--- src/rtl/uart_pkg.sv ---
// Shared FSM encoding and frame constants for uart_fifo_tx.
// Macro UART_FIFO_TX_PARITY_EN adds the PARITY state to the encoding.
package uart_pkg;

   localparam int unsigned DATA_BITS  = 8;
   localparam logic        IDLE_LEVEL = 1'b1;

   typedef enum logic [2:0] {
      ST_IDLE   = 3'd0,
      ST_FETCH  = 3'd1,
      ST_LOAD   = 3'd2,
      ST_START  = 3'd3,
      ST_DATA   = 3'd4,
`ifdef UART_FIFO_TX_PARITY_EN
      ST_PARITY = 3'd5,
`endif
      ST_STOP   = 3'd6
   } state_t;

endpackage

--- src/rtl/uart_baud_cnt.sv ---
// Bit-period counter: counts 0..CLKS_PER_BIT-1, wraps on its own tick,
// and restarts from zero whenever the owner signals a state change.
module uart_baud_cnt #(
   parameter int unsigned CLKS_PER_BIT = 217
) (
   input  logic clk,
   input  logic rst,
   input  logic clear,
   output logic tick
);

   localparam logic [15:0] LAST = 16'(CLKS_PER_BIT - 1);

   logic [15:0] cnt;

   assign tick = (cnt == LAST);

   always_ff @(posedge clk or posedge rst) begin
      if (rst) begin
         cnt <= '0;
      end else if (clear || tick) begin
         cnt <= '0;
      end else begin
         cnt <= cnt + 16'd1;
      end
   end

endmodule

--- src/rtl/uart_fifo_tx.sv ---
// UART transmitter draining an upstream byte FIFO, 8N1 frames.
// Define UART_FIFO_TX_PARITY_EN for 8E1 frames (even parity bit after data).
module uart_fifo_tx
   import uart_pkg::*;
#(
   parameter int unsigned CLKS_PER_BIT = 217
) (
   input  logic       clk,
   input  logic       rst,
   input  logic       fifo_empty,
   input  logic [7:0] fifo_data,
   output logic       fifo_rd_en,
   output logic       tx,
   output logic       busy,
   output logic [7:0] bytes_sent
);

   state_t                 state;
   state_t                 state_nxt;
   logic [DATA_BITS-1:0]   shreg;
   logic [2:0]             bit_idx;
   logic                   tick;
   logic                   clear;
   logic                   tx_nxt;
`ifdef UART_FIFO_TX_PARITY_EN
   logic                   parity;
`endif

   uart_baud_cnt #(
      .CLKS_PER_BIT(CLKS_PER_BIT)
   ) u_baud (
      .clk   (clk),
      .rst   (rst),
      .clear (clear),
      .tick  (tick)
   );

   always_ff @(posedge clk or posedge rst) begin
      if (rst) begin
         state <= ST_IDLE;
      end else begin
         state <= state_nxt;
      end
   end

   // tx_nxt is the line level for the current state; registering it delays
   // every symbol by one cycle, giving the three-edge start latency.
   always_comb begin
      state_nxt = state;
      tx_nxt    = IDLE_LEVEL;
      case (state)
         ST_IDLE: begin
            if (!fifo_empty) state_nxt = ST_FETCH;
         end
         ST_FETCH: begin
            state_nxt = ST_LOAD;
         end
         ST_LOAD: begin
            state_nxt = ST_START;
         end
         ST_START: begin
            tx_nxt = 1'b0;
            if (tick) state_nxt = ST_DATA;
         end
         ST_DATA: begin
            tx_nxt = shreg[0];
            if (tick && (bit_idx == 3'(DATA_BITS - 1))) begin
`ifdef UART_FIFO_TX_PARITY_EN
               state_nxt = ST_PARITY;
`else
               state_nxt = ST_STOP;
`endif
            end
         end
`ifdef UART_FIFO_TX_PARITY_EN
         ST_PARITY: begin
            tx_nxt = parity;
            if (tick) state_nxt = ST_STOP;
         end
`endif
         ST_STOP: begin
            if (tick) state_nxt = fifo_empty ? ST_IDLE : ST_FETCH;
         end
         default: begin
            state_nxt = ST_IDLE;
         end
      endcase
   end

   assign clear      = (state_nxt != state);
   assign fifo_rd_en = (state == ST_FETCH);
   assign busy       = (state != ST_IDLE);

   always_ff @(posedge clk or posedge rst) begin
      if (rst) begin
         tx         <= IDLE_LEVEL;
         shreg      <= '0;
         bit_idx    <= '0;
         bytes_sent <= '0;
`ifdef UART_FIFO_TX_PARITY_EN
         parity     <= 1'b0;
`endif
      end else begin
         tx <= tx_nxt;
         case (state)
            ST_LOAD: begin
               shreg   <= fifo_data;
               bit_idx <= '0;
`ifdef UART_FIFO_TX_PARITY_EN
               parity  <= ^fifo_data;
`endif
            end
            ST_DATA: begin
               if (tick) begin
                  shreg   <= {1'b0, shreg[DATA_BITS-1:1]};
                  bit_idx <= bit_idx + 3'd1;
               end
            end
            ST_STOP: begin
               if (tick) bytes_sent <= bytes_sent + 8'd1;
            end
            default: begin
            end
         endcase
      end
   end

endmodule

--- config.mk ---
export PLATFORM = sky130hd
export DESIGN_NAME = uart_fifo_tx
export DESIGN_NICKNAME = d
export VERILOG_FILES = /design/src/rtl/uart_pkg.sv /design/src/rtl/uart_baud_cnt.sv /design/src/rtl/uart_fifo_tx.sv
export SDC_FILE = /design/constraint.sdc
export NUM_CORES = 1
export LEC_CHECK = 0
export ABC_AREA = 1
export CAP_MARGIN = 15
export CELL_PAD_IN_SITES_DETAIL_PLACEMENT = 1
export CELL_PAD_IN_SITES_GLOBAL_PLACEMENT = 1
export CORE_ASPECT_RATIO = 1.1
export CORE_MARGIN = 1
export CORE_UTILIZATION = 39
export DETAILED_ROUTE_END_ITERATION = 6
export PLACE_DENSITY_LB_ADDON = 0.1
export SETUP_SLACK_MARGIN = 0.05
export SLEW_MARGIN = 25
export SYNTH_ARGS = -nofsm -noshare
export SYNTH_HDL_FRONTEND = slang
export SYNTH_SLANG_ARGS = --single-unit
--- constraint.sdc ---
create_clock -name clk -period 2.1 [get_ports clk]
set_clock_uncertainty 0.2 [all_clocks]
set_input_delay 0.21 -clock clk [delete_from_list [all_inputs] [get_ports clk]]
set_output_delay 0.21 -clock clk [all_outputs]
set_load 0.05 [all_outputs]
==> flow_metrics.tcl, run 1 <==
set metrics [dict create \
    ant_nets 0 \
    routed_wl_mm 4.988 \
    initial_utilization_pct 40.47 \
    grt_pass1_wl_mm 8.342 \
    multi_input_comb_area_um2 1157 \
    tritoncts.num_buffers 5 \
    dr_total_vias 1721 \
    drt_pass1_iterations 4 \
    grt_max_degree 40 \
    die_area_um2 5902 \
    place_area_um2 2586 \
    antenna_found_initial 0 \
    die_width_um 73.34 \
    crit_end_category "flop" \
    die_h_um 80.48 \
    synth-warning-count 0 \
    synth_sequential_area_ratio_pct 44.76 \
    timing.reg2reg.worst_path_depth 13 \
    ys_ff_latch 39 \
    max_cap_violations 0 \
    timing.final.max_slew_violations 0 \
    worstSkewPairLatency_ns 0.29 \
    worst_r2r_startpoint "u_baud.cnt[0]$_DFF_PP0_" \
    timing.max_slew.rel_slack_pct 65.72 \
    netlist_area_pre_place_um2 2183 \
    finalSetupViolations 16 \
    final_instance_area_um2 2805 \
    syn_nets 260 \
    crit_path_max_fanout 7 \
    required_ns 2.12 \
    violations "setup timing" \
    layout-drive-gt1-share_pct 26.41 \
    final_core_util_pct 51.99 \
    cts.clk_slew.worst_paths_ns 0.08 \
    holdBufCountCts 0 \
    post-dp-hpwl_mm 3.555 \
    fmax_mhz 469.8 \
    outcome "complete, but fails checks" \
    final_cells 359 \
    setup.worst_path.start_class "flop" \
    timing_worst_slew_pin_value_ns 0.5134 \
    leak_pwr_nw 1.229 \
    worst_hold_path_type "input pin to asynchronous set/reset pin" \
    cts_tree "yes" \
    n_fill_cell 636 \
    worst_ir_drop_vdd_mv 0.2586 \
    cts.sink_count 39 \
    syn_inst 244 \
    worstPathArrival_ns 2.15 \
    diodes 0 \
    first_global_vias 1809 \
    ios 22 \
    core.rowCount 28 \
    timing.setup.tns_ns -0.2562 \
    route.detailed.drc 0 \
    hold_viol 0 \
    flow.area_growth_from_synthesis_pct 28.48 \
    avgRoutedWirePerCell_um 13.89 \
    nets 300 \
    post-route-min-period_ns 2.129 \
    dp_cells 348 \
    cts-htree-levels 2 \
    drt_iter0_drc 51 \
    postSynthAreaPerCell_um2 8.948 \
    gr-total-overflow 0 \
    port_buffers 21 \
    setup.reg_to_reg.worst_slack_ns -0.03 \
    vias_per_cell 4.794 \
    synth.lib_cells_used.distinct 28 \
    fp.coreArea_um2 5395 \
    clockRootBuffer "sky130_fd_sc_hd__clkbuf_8" \
    most_frequent_standard_cell_in_the_layout_excluding_fill_and_tap_cells "sky130_fd_sc_hd__nand2_1" \
    unrepaired_setup_endpoints_after_global_routing "true" \
    timing.final.crit_share_pct 101.4 \
    timing.setup.critical_path_class "flop to flop" \
    setup_slack_after_layout_ns -0.02877 \
    power.density_nw_per_um2 473.0 \
    worstReg2RegEnd "u_baud.cnt[0]$_DFF_PP0_" \
    grtUsageTotal_pct 18.73 \
    place_ws_ns 0.003494 \
    most-common-layout-cells "sky130_fd_sc_hd__nand2_1, sky130_fd_sc_hd__dfrtp_1, sky130_fd_sc_hd__nor2_1, sky130_fd_sc_hd__inv_1, sky130_fd_sc_hd__nor2_4" \
    cts-root-to-sink-buffers 2 \
    sequential_cell_area_um2 978.4 \
    finalWeightedCongestion 0.8054 \
]
-- cell families (layout without fill, tap and decap cells) --
| family | count (synthesis) | after routing | share of synthesized area (%) |
|---|---|---|---|
| XOR/XNOR | 21 | 21 | 8.424 |
| adder cells (fa/ha/maj) | 5 | 5 | 2.865 |
| buffers and inverters | 33 | 73 | 6.648 |
| multiplexers | 1 | 1 | 0.5157 |
| AO/OA/AOI/OAI | 10 | 10 | 3.324 |
| flip-flops | 39 | 39 | 44.76 |
| AND/OR/NAND/NOR | 135 | 135 | 33.47 |
-- stage by stage --
stage / power (mW) / hold slack, ns
global placement: 0.8249 / 0.2878
global route: 1.378 / 0.1841
floorplan: 0.7978 / 0.1569
finish: 1.327 / 0.1451
CTS: 1.350 / 0.1643
detailed placement: 0.8255 / 0.2834
-- where the power goes --
group	switching [mW]	internal [mW]
logic	0.0226	0.0234
registers	0.00453	0.758
clock network	0.260	0.258
-- Yosys cell counts --
library cell,instances,area share (%)
sky130_fd_sc_hd__o31ai_1,1,0.34
sky130_fd_sc_hd__dfrtp_1,38,44
sky130_fd_sc_hd__nor3_1,11,2.5
sky130_fd_sc_hd__nor2_2,1,0.29
sky130_fd_sc_hd__nand2_4,1,0.52
sky130_fd_sc_hd__o21ai_0,1,0.23
sky130_fd_sc_hd__dfstp_2,1,1.2
sky130_fd_sc_hd__nand4_4,1,0.97
sky130_fd_sc_hd__xor2_1,16,6.4
sky130_fd_sc_hd__ha_1,5,2.9
sky130_fd_sc_hd__o21ai_4,1,0.75
sky130_fd_sc_hd__buf_2,1,0.23
sky130_fd_sc_hd__buf_4,1,0.34
sky130_fd_sc_hd__buf_12,1,0.92
sky130_fd_sc_hd__nor3_2,3,1.4
sky130_fd_sc_hd__nand2_1,40,6.9
sky130_fd_sc_hd__nor2_1,30,5.2
sky130_fd_sc_hd__inv_2,6,1.0
sky130_fd_sc_hd__xnor2_1,5,2.0
sky130_fd_sc_hd__nand3_2,1,0.46
sky130_fd_sc_hd__nand2_2,6,1.7
sky130_fd_sc_hd__mux2_2,1,0.52
sky130_fd_sc_hd__nor2_4,13,6.7
sky130_fd_sc_hd__nand3_1,20,4.6
sky130_fd_sc_hd__inv_1,24,4.1
sky130_fd_sc_hd__a31oi_1,7,2.0
sky130_fd_sc_hd__nor4_1,2,0.57
sky130_fd_sc_hd__nand4_1,6,1.7
-- registers in the layout (all words and copies together) (netlist names) --
name / count
bit_idx: 3
bytes_sent: 8
shreg: 8
state: 3
tx: 1
u_baud.cnt: 16
-- layer usage --
layer	GRT usage [%]	wire length, um
met1	23.14	2197
met2	32.69	2630
met3	4.391	100
met4	4.615	59
met5	0	0
-- area by class of cell --
type / count / area share [%]
inverters: 30 / 4.014
well taps: 75 / 3.345
flip-flops and latches: 39 / 34.88
clock buffers: 6 / 2.944
clock inverters: 1 / 0.1784
multi-input cells: 172 / 41.26
repair buffers: 36 / 13.38
-- repair_timing --
item / 4_1_cts / 5_1_grt
pin swaps: 0 / 5
setup buffers: 1 / 2
gates resized for setup: 1 / 24
cloned: 0 / 1
endpoints found under the setup margin: 16 / 28
-- worst max-delay path, cell delays in order (launching register included) --
cell and delay [ns]:
sky130_fd_sc_hd__dfrtp_1 0.40, sky130_fd_sc_hd__inv_2 0.08, sky130_fd_sc_hd__ha_4 0.14, sky130_fd_sc_hd__inv_2 0.05, sky130_fd_sc_hd__nor2_4 0.12, sky130_fd_sc_hd__nand2_4 0.06
sky130_fd_sc_hd__nor2_4 0.15, sky130_fd_sc_hd__nand2_4 0.08, sky130_fd_sc_hd__o21ai_4 0.19, sky130_fd_sc_hd__nand2_2 0.09, sky130_fd_sc_hd__nand2_2 0.08, sky130_fd_sc_hd__nand4_4 0.16
sky130_fd_sc_hd__buf_12 0.20, sky130_fd_sc_hd__nor2_4 0.07
-- worst max path at each step --
stage / startpoint / cells after the start / slack, ns / end
3_3_place_gp: u_baud.cnt[0]$_DFF_PP0_ / 13 / 0.09 / u_baud.cnt[15]$_DFF_PP0_
2_1_floorplan: u_baud.cnt[0]$_DFF_PP0_ / 12 / 0.11 / u_baud.cnt[10]$_DFF_PP0_
5_1_grt: u_baud.cnt[0]$_DFF_PP0_ / 13 / -0.14 / u_baud.cnt[0]$_DFF_PP0_
4_1_cts: u_baud.cnt[0]$_DFF_PP0_ / 13 / 0.04 / u_baud.cnt[0]$_DFF_PP0_
3_5_place_dp: u_baud.cnt[0]$_DFF_PP0_ / 13 / 0.003 / u_baud.cnt[4]$_DFF_PP0_
6_report: u_baud.cnt[0]$_DFF_PP0_ / 13 / -0.03 / u_baud.cnt[0]$_DFF_PP0_
No activity file was read; power rests on OpenSTA's default activity.
==> inputs of run 2 (changes only) <==
--- a/config.mk
+++ b/config.mk
@@ -7,11 +7,10 @@
 export LEC_CHECK = 0
 export ABC_AREA = 1
 export CAP_MARGIN = 15
-export CELL_PAD_IN_SITES_DETAIL_PLACEMENT = 1
-export CELL_PAD_IN_SITES_GLOBAL_PLACEMENT = 1
+export CELL_PAD_IN_SITES_DETAIL_PLACEMENT = 0
+export CELL_PAD_IN_SITES_GLOBAL_PLACEMENT = 2
 export CORE_ASPECT_RATIO = 1.1
-export CORE_MARGIN = 1
-export CORE_UTILIZATION = 39
+export CORE_UTILIZATION = 31
 export DETAILED_ROUTE_END_ITERATION = 6
 export PLACE_DENSITY_LB_ADDON = 0.1
 export SETUP_SLACK_MARGIN = 0.05
==> run 2 against run 1 <==
Compared with the run above:
- first-iteration DRC count decreased by 18%
- via count decreased by 2.4%
- non-clock buffer count grew 2
- die area grew 25%
- sequential cell count stayed put
- the run now ends clean
- count of clock-buffer cells in the layout is the same
- highest routed layer unchanged
- cell area down 0.80%
- worst setup slack improved by 0.072 ns
- critical path type unchanged
- global-route usage fell by 4.7 points
==> flow_metrics.tcl, run 2 (same netlist as run 1, synthesis figures left out) <==
set metrics [dict create \
    worstPathArrival_ns 2.09 \
    final_cells 369 \
    cts.clk_slew.worst_paths_ns 0.08 \
    place_ws_ns 0.02037 \
    timing_worst_slew_pin_value_ns 0.5171 \
    p_total_mw 1.321 \
    vias_per_cell 4.550 \
    timing.final.crit_share_pct 97.96 \
    reg_top3 "u_baud.cnt: 16 flops, bytes_sent: 8 flops, shreg: 8 flops" \
    worst_r2r_startpoint "u_baud.cnt[1]$_DFF_PP0_" \
    cts-htree-levels 2 \
    timing.reg2reg.worst_path_depth 13 \
    largest_register_ff_count 16 \
    required_ns 2.13 \
    fp.coreArea_um2 6710 \
    diodes 0 \
    worst_hold_path_type "input pin to asynchronous set/reset pin" \
    most_frequent_standard_cell_in_the_layout_excluding_fill_and_tap_cells "sky130_fd_sc_hd__nand2_1" \
    register_with_the_most_flip_flops "u_baud.cnt" \
    grt_pass1_wl_mm 7.872 \
    place_area_um2 2610 \
    worstReg2RegEnd "u_baud.cnt[3]$_DFF_PP0_" \
    grt_max_degree 40 \
    core.rowCount 31 \
    final_instance_area_um2 2783 \
    die_h_um 90.02 \
    port_buffers 21 \
    cts.sink_count 39 \
    nets 302 \
    setup.reg_to_reg.worst_slack_ns 0.04 \
    layout-drive-gt1-share_pct 26.13 \
    routed_wl_mm 4.672 \
    power.density_nw_per_um2 474.7 \
    worst_ir_drop_vdd_mv 0.1876 \
    ios 22 \
    die_area_um2 7383 \
    max_cap_violations 0 \
    die_width_um 82.02 \
    cts-root-to-sink-buffers 2 \
    finalWeightedCongestion 0.7550 \
    antenna_found_initial 0 \
    final_core_util_pct 41.47 \
    worstSkewPairLatency_ns 0.29 \
    cts_tree "yes" \
    setup_slack_after_layout_ns 0.04289 \
    grtUsageTotal_pct 14.03 \
    finalHoldWorstSlack_ns 0.1318 \
    crit_end_category "flop" \
    dp_cells 357 \
    route.detailed.drc 0 \
    ant_nets 0 \
    outcome "complete, no violations" \
    n_fill_cell 702 \
    timing.setup.critical_path_class "flop to flop" \
    most-common-layout-cells "sky130_fd_sc_hd__nand2_1, sky130_fd_sc_hd__dfrtp_1, sky130_fd_sc_hd__inv_1, sky130_fd_sc_hd__nor2_1, sky130_fd_sc_hd__nand3_1" \
    first_global_vias 1633 \
    gr-total-overflow 0 \
    unrepaired_setup_endpoints_after_global_routing "true" \
    fmax_mhz 486.1 \
    drt_pass1_iterations 4 \
    dr_total_vias 1679 \
    timing.max_slew.rel_slack_pct 65.53 \
    finalSetupViolations 0 \
    flow.area_growth_from_synthesis_pct 27.45 \
    timing.setup.tns_ns 0 \
    drt_iter0_drc 42 \
    holdBufCountCts 0 \
    tritoncts.num_buffers 5 \
    hold_viol 0 \
    timing.final.max_slew_violations 0 \
    leak_pwr_nw 1.233 \
    clockRootBuffer "sky130_fd_sc_hd__clkbuf_8" \
    crit_path_max_fanout 8 \
    initial_utilization_pct 32.54 \
    worstSetupStartpoint "u_baud.cnt[1]$_DFF_PP0_" \
    setup.worst_path.start_class "flop" \
    post-dp-hpwl_mm 3.473 \
    post-route-min-period_ns 2.057 \
    avgRoutedWirePerCell_um 12.66 \
]
run 2: changes by cell type in the layout (fill, tap and decap cells not counted), sizes merged:
cell / delta
clkinvlp: +1
clkbuf: -1
buf: +3
run 2: worst max path at each step:
| stage | end | slack [ns] | cells after the start |
|---|---|---|---|
| floorplan | u_baud.cnt[10]$_DFF_PP0_ | 0.11 | 12 |
| global placement | u_baud.cnt[15]$_DFF_PP0_ | 0.06 | 13 |
| detailed placement | u_baud.cnt[1]$_DFF_PP0_ | 0.02 | 13 |
| CTS | u_baud.cnt[4]$_DFF_PP0_ | 0.05 | 13 |
| global route | u_baud.cnt[6]$_DFF_PP0_ | -0.09 | 13 |
| finish | u_baud.cnt[3]$_DFF_PP0_ | 0.04 | 13 |
run 2: worst max-delay path: stages (launching register included):
cell	delay [ns]
sky130_fd_sc_hd__dfrtp_1	0.38
sky130_fd_sc_hd__inv_1	0.06
sky130_fd_sc_hd__ha_2	0.18
sky130_fd_sc_hd__inv_2	0.04
sky130_fd_sc_hd__nor2_4	0.11
sky130_fd_sc_hd__nand2_4	0.06
sky130_fd_sc_hd__nor2_4	0.15
sky130_fd_sc_hd__nand2_4	0.08
sky130_fd_sc_hd__o21ai_4	0.18
sky130_fd_sc_hd__nand2_2	0.08
sky130_fd_sc_hd__nand2_2	0.08
sky130_fd_sc_hd__nand4_4	0.12
sky130_fd_sc_hd__buf_12	0.18
sky130_fd_sc_hd__nor2_1	0.08
run 2: report_power, final:
group	internal (mW)	leakage, nW	switching (mW)
combinational	0.0234	0.703	0.0226
clock	0.233	0.0412	0.280
sequential	0.758	0.489	0.00421
run 2: layer usage:
layer | part of all wire [%] | track usage (%) | wire length [um]
met5 | 0 | 0 | 0
met4 | 1.2 | 4.386 | 55
met3 | 2.5 | 3.452 | 117
met2 | 50 | 21.90 | 2321
met1 | 47 | 18.74 | 2176
run 2: final cells by class:
cell class,instances,area (um^2),share of cell area [%]
flip-flops and latches,39,977.2,35.12
clock buffers,6,72.57,2.608
clock inverters,2,12.51,0.4496
multi-input cells,172,1132,40.69
repair buffers,38,372.9,13.40
well taps,82,102.6,3.687
inverters,30,112.6,4.047
run 2: timing repair:
item,in CTS,in global routing
setup buffers,1,3
setup endpoints to repair,16,27
resized for setup,1,18
pin swaps,0,5
==> inputs of run 3 (changes only) <==
--- a/config.mk
+++ b/config.mk
@@ -6,6 +6,7 @@
 export NUM_CORES = 1
 export LEC_CHECK = 0
 export ABC_AREA = 1
+export ABC_CLOCK_PERIOD_IN_PS = 2100
 export CAP_MARGIN = 15
 export CELL_PAD_IN_SITES_DETAIL_PLACEMENT = 0
 export CELL_PAD_IN_SITES_GLOBAL_PLACEMENT = 2
==> results of run 3 <==
No change in the layout: final DEF, timing and power equal those of run 2.
